[config.mk]
export PLATFORM = sky130hd
export DESIGN_NAME = rvx_bus_arbiter
export DESIGN_NICKNAME = d
export VERILOG_FILES = /design/src/rtl/rvx_bus_pkg.sv /design/src/rtl/rvx_bus_rr_arbiter.sv /design/src/rtl/rvx_bus_arbiter.sv
export SDC_FILE = /design/constraint.sdc
export NUM_CORES = 1
export LEC_CHECK = 0
export ABC_CLOCK_PERIOD_IN_PS = 13090
export CAP_MARGIN = 30
export CORE_AREA = 2 2 307 309
export DETAILED_ROUTE_END_ITERATION = 10
export DIE_AREA = 0 0 309 311
export MAX_ROUTING_LAYER = met4
export PLACE_DENSITY_LB_ADDON = 0.15
export SLEW_MARGIN = 20
export SYNTH_ARGS = -nofsm -noshare
export SYNTH_HDL_FRONTEND = slang
export SYNTH_SLANG_ARGS = --single-unit
[constraint.sdc]
create_clock -name clock -period 13.09 [get_ports clock]
set_input_delay 3.927 -clock clock [delete_from_list [all_inputs] [get_ports clock]]
set_output_delay 3.927 -clock clock [all_outputs]
set_load 0.005 [all_outputs]
[src/rtl/rvx_bus_pkg.sv]
// rvx_bus_pkg: shared types and helpers for the rvx multi-manager system bus.
// Optional feature macro used by the bus: RVX_BUS_TIMEOUT_EN.
package rvx_bus_pkg;

  localparam int unsigned WORD_W = 32;
  localparam int unsigned STRB_W = 4;

  typedef enum logic [1:0] {
    IDLE   = 2'd0,
    DECODE = 2'd1,
    ACCESS = 2'd2,
    RESP   = 2'd3
  } bus_state_t;

  typedef enum logic {
    OP_READ  = 1'b0,
    OP_WRITE = 1'b1
  } bus_op_t;

  // Region match for a power-of-two sized, size-aligned device window.
  function automatic logic addr_match(input logic [WORD_W-1:0] addr,
                                      input logic [WORD_W-1:0] start,
                                      input logic [WORD_W-1:0] size);
    return (addr & ~(size - 32'd1)) == start;
  endfunction

endpackage

[src/rtl/rvx_bus_rr_arbiter.sv]
// rvx_bus_rr_arbiter: combinational round-robin pick, first requester at or
// after the pointer, wrapping around the manager set.
module rvx_bus_rr_arbiter #(
  parameter int unsigned NUM_MANAGERS = 2,
  parameter int unsigned PTR_W        = (NUM_MANAGERS > 1) ? $clog2(NUM_MANAGERS) : 1
) (
  input  logic [NUM_MANAGERS-1:0] request,
  input  logic [PTR_W-1:0]        pointer,
  output logic [NUM_MANAGERS-1:0] grant,
  output logic [PTR_W-1:0]        grant_index,
  output logic                    grant_valid
);

  // Scan from the pointer position and keep the first requester found.
  always_comb begin
    logic [31:0] idx;
    idx         = '0;
    grant       = '0;
    grant_index = '0;
    grant_valid = 1'b0;
    for (int unsigned i = 0; i < NUM_MANAGERS; i++) begin
      idx = (32'(pointer) + i) % NUM_MANAGERS;
      if (!grant_valid && request[idx[PTR_W-1:0]]) begin
        grant[idx[PTR_W-1:0]] = 1'b1;
        grant_index           = idx[PTR_W-1:0];
        grant_valid           = 1'b1;
      end
    end
  end

endmodule

[src/rtl/rvx_bus_arbiter.sv]
// rvx_bus_arbiter: NUM_MANAGERS to NUM_DEVICES system bus, one transaction at
// a time, round-robin grant, registered address decode, access fault on
// unmapped addresses. Define RVX_BUS_TIMEOUT_EN to also fault devices that do
// not answer within TIMEOUT_CYCLES access cycles.
module rvx_bus_arbiter
  import rvx_bus_pkg::*;
#(
  parameter int unsigned NUM_MANAGERS   = 2,
  parameter int unsigned NUM_DEVICES    = 5,
  parameter int unsigned TIMEOUT_CYCLES = 255
) (
  input  logic                      clock,
  input  logic                      reset,
  input  logic [NUM_MANAGERS*32-1:0] manager_rw_address,
  input  logic [NUM_MANAGERS-1:0]    manager_read_request,
  input  logic [NUM_MANAGERS-1:0]    manager_write_request,
  input  logic [NUM_MANAGERS*32-1:0] manager_write_data,
  input  logic [NUM_MANAGERS*4-1:0]  manager_write_strobe,
  output logic [NUM_MANAGERS*32-1:0] manager_read_data,
  output logic [NUM_MANAGERS-1:0]    manager_read_response,
  output logic [NUM_MANAGERS-1:0]    manager_write_response,
  output logic [NUM_MANAGERS-1:0]    manager_access_fault,
  output logic [31:0]                device_rw_address,
  output logic [31:0]                device_write_data,
  output logic [3:0]                 device_write_strobe,
  output logic [NUM_DEVICES-1:0]     device_read_request,
  output logic [NUM_DEVICES-1:0]     device_write_request,
  input  logic [NUM_DEVICES*32-1:0]  device_read_data,
  input  logic [NUM_DEVICES-1:0]     device_read_response,
  input  logic [NUM_DEVICES-1:0]     device_write_response,
  input  logic [NUM_DEVICES*32-1:0]  device_start_address,
  input  logic [NUM_DEVICES*32-1:0]  device_region_size,
  output logic                       bus_busy
);

  localparam int unsigned MGR_W = (NUM_MANAGERS > 1) ? $clog2(NUM_MANAGERS) : 1;
  localparam int unsigned DEV_W = (NUM_DEVICES > 1) ? $clog2(NUM_DEVICES) : 1;

  bus_state_t              state;
  bus_op_t                 op;
  logic [MGR_W-1:0]        pointer;
  logic [MGR_W-1:0]        grant_idx;
  logic [NUM_MANAGERS-1:0] grant_oh;
  logic [NUM_MANAGERS-1:0] served_mask;
  logic [DEV_W-1:0]        dev_sel;

  logic [NUM_MANAGERS-1:0] pending;
  logic [NUM_MANAGERS-1:0] arb_grant;
  logic [MGR_W-1:0]        arb_idx;
  logic                    arb_valid;
  logic [MGR_W-1:0]        ptr_next;

  logic                    dec_hit;
  logic [DEV_W-1:0]        dec_idx;

  logic                    sel_resp;
  logic [31:0]             sel_rdata;
  logic                    timeout_hit;

  logic                    resp_fire;
  logic                    resp_fault;
  logic [31:0]             resp_data;

  // The manager served last is held off for exactly one IDLE cycle.
  assign pending  = (manager_read_request | manager_write_request) & ~served_mask;
  assign ptr_next = (arb_idx == MGR_W'(NUM_MANAGERS - 1)) ? '0 : arb_idx + 1'b1;
  assign bus_busy = (state != IDLE);

  rvx_bus_rr_arbiter #(
    .NUM_MANAGERS(NUM_MANAGERS),
    .PTR_W       (MGR_W)
  ) u_rr_arbiter (
    .request    (pending),
    .pointer    (pointer),
    .grant      (arb_grant),
    .grant_index(arb_idx),
    .grant_valid(arb_valid)
  );

  // Address decode of the latched address; lowest device index wins overlaps.
  always_comb begin
    dec_hit = 1'b0;
    dec_idx = '0;
    for (int unsigned d = 0; d < NUM_DEVICES; d++) begin
      if (!dec_hit && addr_match(device_rw_address,
                                 device_start_address[d*32 +: 32],
                                 device_region_size[d*32 +: 32])) begin
        dec_hit = 1'b1;
        dec_idx = DEV_W'(d);
      end
    end
  end

  // Only the selected device's response and data are observed.
  always_comb begin
    sel_resp  = (op == OP_WRITE) ? device_write_response[dev_sel]
                                 : device_read_response[dev_sel];
    sel_rdata = device_read_data[dev_sel*32 +: 32];
  end

`ifdef RVX_BUS_TIMEOUT_EN
  logic [15:0] wait_count;

  // Counts ACCESS cycles; parked at zero elsewhere so each access starts fresh.
  always_ff @(posedge clock) begin
    if (reset || state != ACCESS) wait_count <= '0;
    else                          wait_count <= wait_count + 16'd1;
  end

  assign timeout_hit = (state == ACCESS) && ((wait_count + 16'd1) == 16'(TIMEOUT_CYCLES));
`else
  logic unused_timeout;
  assign timeout_hit    = 1'b0;
  assign unused_timeout = ^16'(TIMEOUT_CYCLES);
`endif

  // Decide whether this cycle ends the transaction, and with what outcome.
  // A device response in the timeout cycle takes priority over the fault.
  always_comb begin
    resp_fire  = 1'b0;
    resp_fault = 1'b0;
    resp_data  = '0;
    if (state == DECODE && !dec_hit) begin
      resp_fire  = 1'b1;
      resp_fault = 1'b1;
    end else if (state == ACCESS && sel_resp) begin
      resp_fire = 1'b1;
      resp_data = (op == OP_READ) ? sel_rdata : '0;
    end else if (state == ACCESS && timeout_hit) begin
      resp_fire  = 1'b1;
      resp_fault = 1'b1;
    end
  end

  // Transaction FSM with registered device requests and manager responses.
  always_ff @(posedge clock) begin
    if (reset) begin
      state                  <= IDLE;
      op                     <= OP_READ;
      pointer                <= '0;
      grant_idx              <= '0;
      grant_oh               <= '0;
      served_mask            <= '0;
      dev_sel                <= '0;
      device_rw_address      <= '0;
      device_write_data      <= '0;
      device_write_strobe    <= '0;
      device_read_request    <= '0;
      device_write_request   <= '0;
      manager_read_response  <= '0;
      manager_write_response <= '0;
      manager_access_fault   <= '0;
      manager_read_data      <= '0;
    end else begin
      manager_read_response  <= '0;
      manager_write_response <= '0;
      manager_access_fault   <= '0;
      manager_read_data      <= '0;
      case (state)
        IDLE: begin
          served_mask <= '0;
          if (arb_valid) begin
            grant_idx           <= arb_idx;
            grant_oh            <= arb_grant;
            pointer             <= ptr_next;
            op                  <= manager_write_request[arb_idx] ? OP_WRITE : OP_READ;
            device_rw_address   <= manager_rw_address[arb_idx*32 +: 32];
            device_write_data   <= manager_write_data[arb_idx*32 +: 32];
            device_write_strobe <= manager_write_strobe[arb_idx*4 +: 4];
            state               <= DECODE;
          end
        end
        DECODE: begin
          if (dec_hit) begin
            dev_sel <= dec_idx;
            if (op == OP_WRITE) device_write_request[dec_idx] <= 1'b1;
            else                device_read_request[dec_idx]  <= 1'b1;
            state <= ACCESS;
          end
        end
        ACCESS: begin
          if (resp_fire) begin
            device_read_request  <= '0;
            device_write_request <= '0;
          end
        end
        RESP: begin
          served_mask <= grant_oh;
          state       <= IDLE;
        end
        default: state <= IDLE;
      endcase

      if (resp_fire) begin
        if (op == OP_WRITE) manager_write_response[grant_idx] <= 1'b1;
        else                manager_read_response[grant_idx]  <= 1'b1;
        manager_access_fault[grant_idx]       <= resp_fault;
        manager_read_data[grant_idx*32 +: 32] <= resp_data;
        state                                 <= RESP;
      end
    end
  end

endmodule

==> impl_metrics.py <==
metrics = {
    "setup_path": {
        "cp_max_fo": 32,
        "r2r-end": "manager_read_data[52]",
        "criticalPathCategory": "primary input to register",
        "required_ns": 13.51,
        "cp-start-kind": "primary input",
        "path_delay_family": "simple AND/OR/NAND/NOR gates",
        "rrSetupSlack_ns": 8.41,
        "path_cells": "clkdlybuf4s50_1 -> nor4_1 -> nand4b_1 -> or4_1 -> nand3_1 -> xnor2_1 -> a2111oi_0 -> nand4_1 -> or4_1 -> nand4_4 -> or4b_1 -> buf_4 -> nor2_1",
        "crit_top_cell": "or4_1",
        "critPathArrivalTime_ns": 9.20,
        "end_kind": "register",
        "worst_r2r_path_depth": 12,
        "critPathSlowestCell": "nor4_1",
        "max_stage_delay_ns": 0.77,
        "r2r_start": "device_rw_address[0]",
        "crit_buf_inv": 2,
    },
    "drt": {
        "ant_nets": 0,
        "drc": 0,
        "wl_um": 90200,
        "vias": 15960,
        "viasPerCell": 4.469,
        "drtIter0Drc": 1131,
        "wl_per_cell_um": 25.25,
        "dr.pass1.iters": 7,
    },
    "power": {
        "ir_drop_v": 0.0001001,
        "p_leak_nw": 7.370,
        "power_density_nw_per_um2": 107.9,
    },
    "cts": {
        "clkTransAtPathRegs_ns": 0.07,
        "root_buffer": "clkbuf_16",
        "clock_sinks": 160,
        "cts_tree": "built",
        "htree_levels": 4,
        "clockBufferDepth": 2,
        "ctsHoldBuffers": 0,
        "cts.repair.resized": 0,
        "cts_buffers": 17,
        "clk_latency_ns": 0.49,
        "postCtsSetupRepairBufs": 0,
    },
    "sta": {
        "fin_crit_ns": 8.783,
        "slew_headroom": 0.3770,
        "report.final.slew_viol_count": 0,
        "finalSetupViolCount": 0,
        "layout_setup_ws_ns": 4.307,
        "fin_skew_ns": 0.01887,
        "fin_crit_sh": 0.6710,
        "tns_ns": 0,
        "hold_viol_final": 0,
        "hold_slack_ns": 0.4873,
        "fmax_mhz": 113.9,
        "worst_pin_slew_ns": 0.9332,
        "rsz0062_at_grt": "false",
    },
    "yosys": {
        "ys_warn_count": 0,
        "ys.flop_type": "dfxtp_1",
        "seq_area_frac_synth": 0.2552,
        "synth_edf_count": 0,
        "syn_area_sq_um": 12550,
        "synth-seq-cells": 160,
        "synth.distinct_cells": 77,
        "syn_avg_cell_area_sq_um": 8.140,
        "ys_async_sr_fraction": 0,
        "synthCells": 1542,
        "syn_nets": 2183,
    },
    "final_layout": {
        "layout_common_cells": "clkdlybuf4s50_1 (779), nor2_1 (180), dfxtp_1 (158), xnor2_1 (102), nand2_1 (78)",
        "layout.cells.most_common": "clkdlybuf4s50_1",
        "synthToLayoutAreaGrowth_pct": 79.31,
        "fin_util": 0.2426,
        "drive_above_1_share": 0.06321,
        "nets": 2922,
    },
    "global_route": {
        "grt_usage": 0.1853,
        "antenna_found_initial": 27,
        "grt_pass1_vias": 15940,
        "overflow": 0,
        "grt_pass1_wl_um": 122800,
        "grt_max_degree": 68,
    },
    "worst_hold_path": {
        "worst_hold_startpoint": "device_write_request[3]",
        "hp-class": "register to register",
        "min_to": "device_write_request[3]",
        "hold_path_depth": 2,
    },
    "placed_design": {
        "portBuffers": 780,
        "post-place-ws_ns": 3.844,
        "gp_routability_congestion": 0.9201,
        "hpwl_um": 75130,
    },
    "job": {
        "maxCapViolations": 0,
    },
    "floorplanning": {
        "rows": 112,
        "start_util": 0.1353,
        "pin_count": 781,
        "die-area_sq_um": 96100,
        "core_area_sq_um": 92770,
        "die_x_um": 309,
        "die_h_um": 311,
    },
    "status": {
        "status": "completed",
    },
}
[registers in the layout, indices dropped and copies added, names as in the netlist]
signal / count
pointer: 1
device_write_request: 5
manager_access_fault: 2
device_write_data: 32
device_rw_address: 32
served_mask: 2
manager_read_data: 64
grant_oh: 2
manager_write_response: 2
grant_idx: 1
device_read_request: 5
state: 2
device_write_strobe: 4
op: 1
manager_read_response: 2
dev_sel: 3
[kinds of logic (layout without fill, tap and decap cells)]
logic type      after synthesis  in the layout  share of synthesized area
simple gates                700            700                     0.3081
compound gates              307            307                     0.1871
xor+xnor                    167            167                     0.1165
flops                       160            160                     0.2552
buf+inv                     144            896                    0.04615
mux                          55             55                    0.07795
fa+ha+maj                     9              9                   0.008971
other cells                   0             24                          0
[metrics by stage]
step	area [sq um]	instances	power [mW]
floorplan	12550	1542	1.126
global placement	21820	3515	1.923
detailed placement	21850	3516	1.935
CTS	22450	3548	2.496
global route	22500	3570	2.581
finish	22510	3572	2.429
[power breakdown]
group	total [mW]	switching (mW)	internal [mW]
clock network	0.535	0.262	0.273
logic	1.22	0.657	0.560
registers	0.677	0.105	0.571
[synthesized netlist by cell type, types with 34 or more instances]
| library cell | count | area (sq um) |
|---|---|---|
| inv_1 | 49 | 183.9 |
| a222oi_1 | 69 | 690.7 |
| xnor2_1 | 102 | 893.4 |
| o21ai_0 | 46 | 230.2 |
| or3_1 | 44 | 275.3 |
| nor2_1 | 180 | 675.7 |
| nand3_1 | 55 | 275.3 |
| nor4_1 | 62 | 387.9 |
| dfxtp_1 | 160 | 3203 |
| or4_1 | 51 | 382.9 |
| xor2_1 | 65 | 569.3 |
| o31ai_1 | 34 | 255.2 |
| nor3_1 | 59 | 295.3 |
| a22oi_1 | 34 | 255.2 |
| clkbuf_1 | 79 | 296.5 |
| mux4_2 | 34 | 765.7 |
| nand2_1 | 78 | 292.8 |
[routing by layer]
layer | vias up | routed length (um) | GRT usage | part of all wire
li1 | 7464 | - | - | -
met1 | 7728 | 36130 | 0.2084 | 0.40
met2 | 705 | 45670 | 0.3241 | 0.51
met3 | 65 | 6798 | 0.04870 | 0.075
met4 | 0 | 1599 | 0.04468 | 0.018
met5 | - | 0 | - | 0
[final cells by class]
class	instances	area (sq um)
clock inverter	14	168.9
timing repair buffer	814	8080
tap	1254	1569
antenna	24	60.06
clock buffer	18	429.2
sequential	160	3206
multi-input combinational	1238	8806
fill	10190	70260
inverter	50	187.7
[worst max-delay path by stage]
| stage | to | depth (start not counted) | start | slack (ns) |
|---|---|---|---|---|
| 3_3_place_gp | manager_read_data[58] | 13 | device_region_size[98] | 3.68 |
| 2_1_floorplan | manager_read_data[54] | 14 | device_region_size[43] | 5.29 |
| 4_1_cts | manager_read_data[52] | 13 | device_region_size[98] | 4.40 |
| 3_5_place_dp | manager_read_data[52] | 13 | device_region_size[98] | 3.84 |
| 5_1_grt | manager_read_data[34] | 13 | device_region_size[98] | 3.84 |
| 6_report | manager_read_data[52] | 13 | device_region_size[98] | 4.31 |
[worst reg2reg max path: stages, from the launching register on]
cell and delay, ns:
dfxtp_1 0.80, nand2_1 0.15, xor2_1 0.20, o2111ai_1 0.14, a2111oi_0 0.39, nand4_1 0.14
a2111oi_0 0.68, nand4_1 0.25, or4_1 0.71, nand4_4 0.24, or4b_1 0.45, buf_4 0.27
nor2_1 0.18
(Power assumes the default switching activity.)
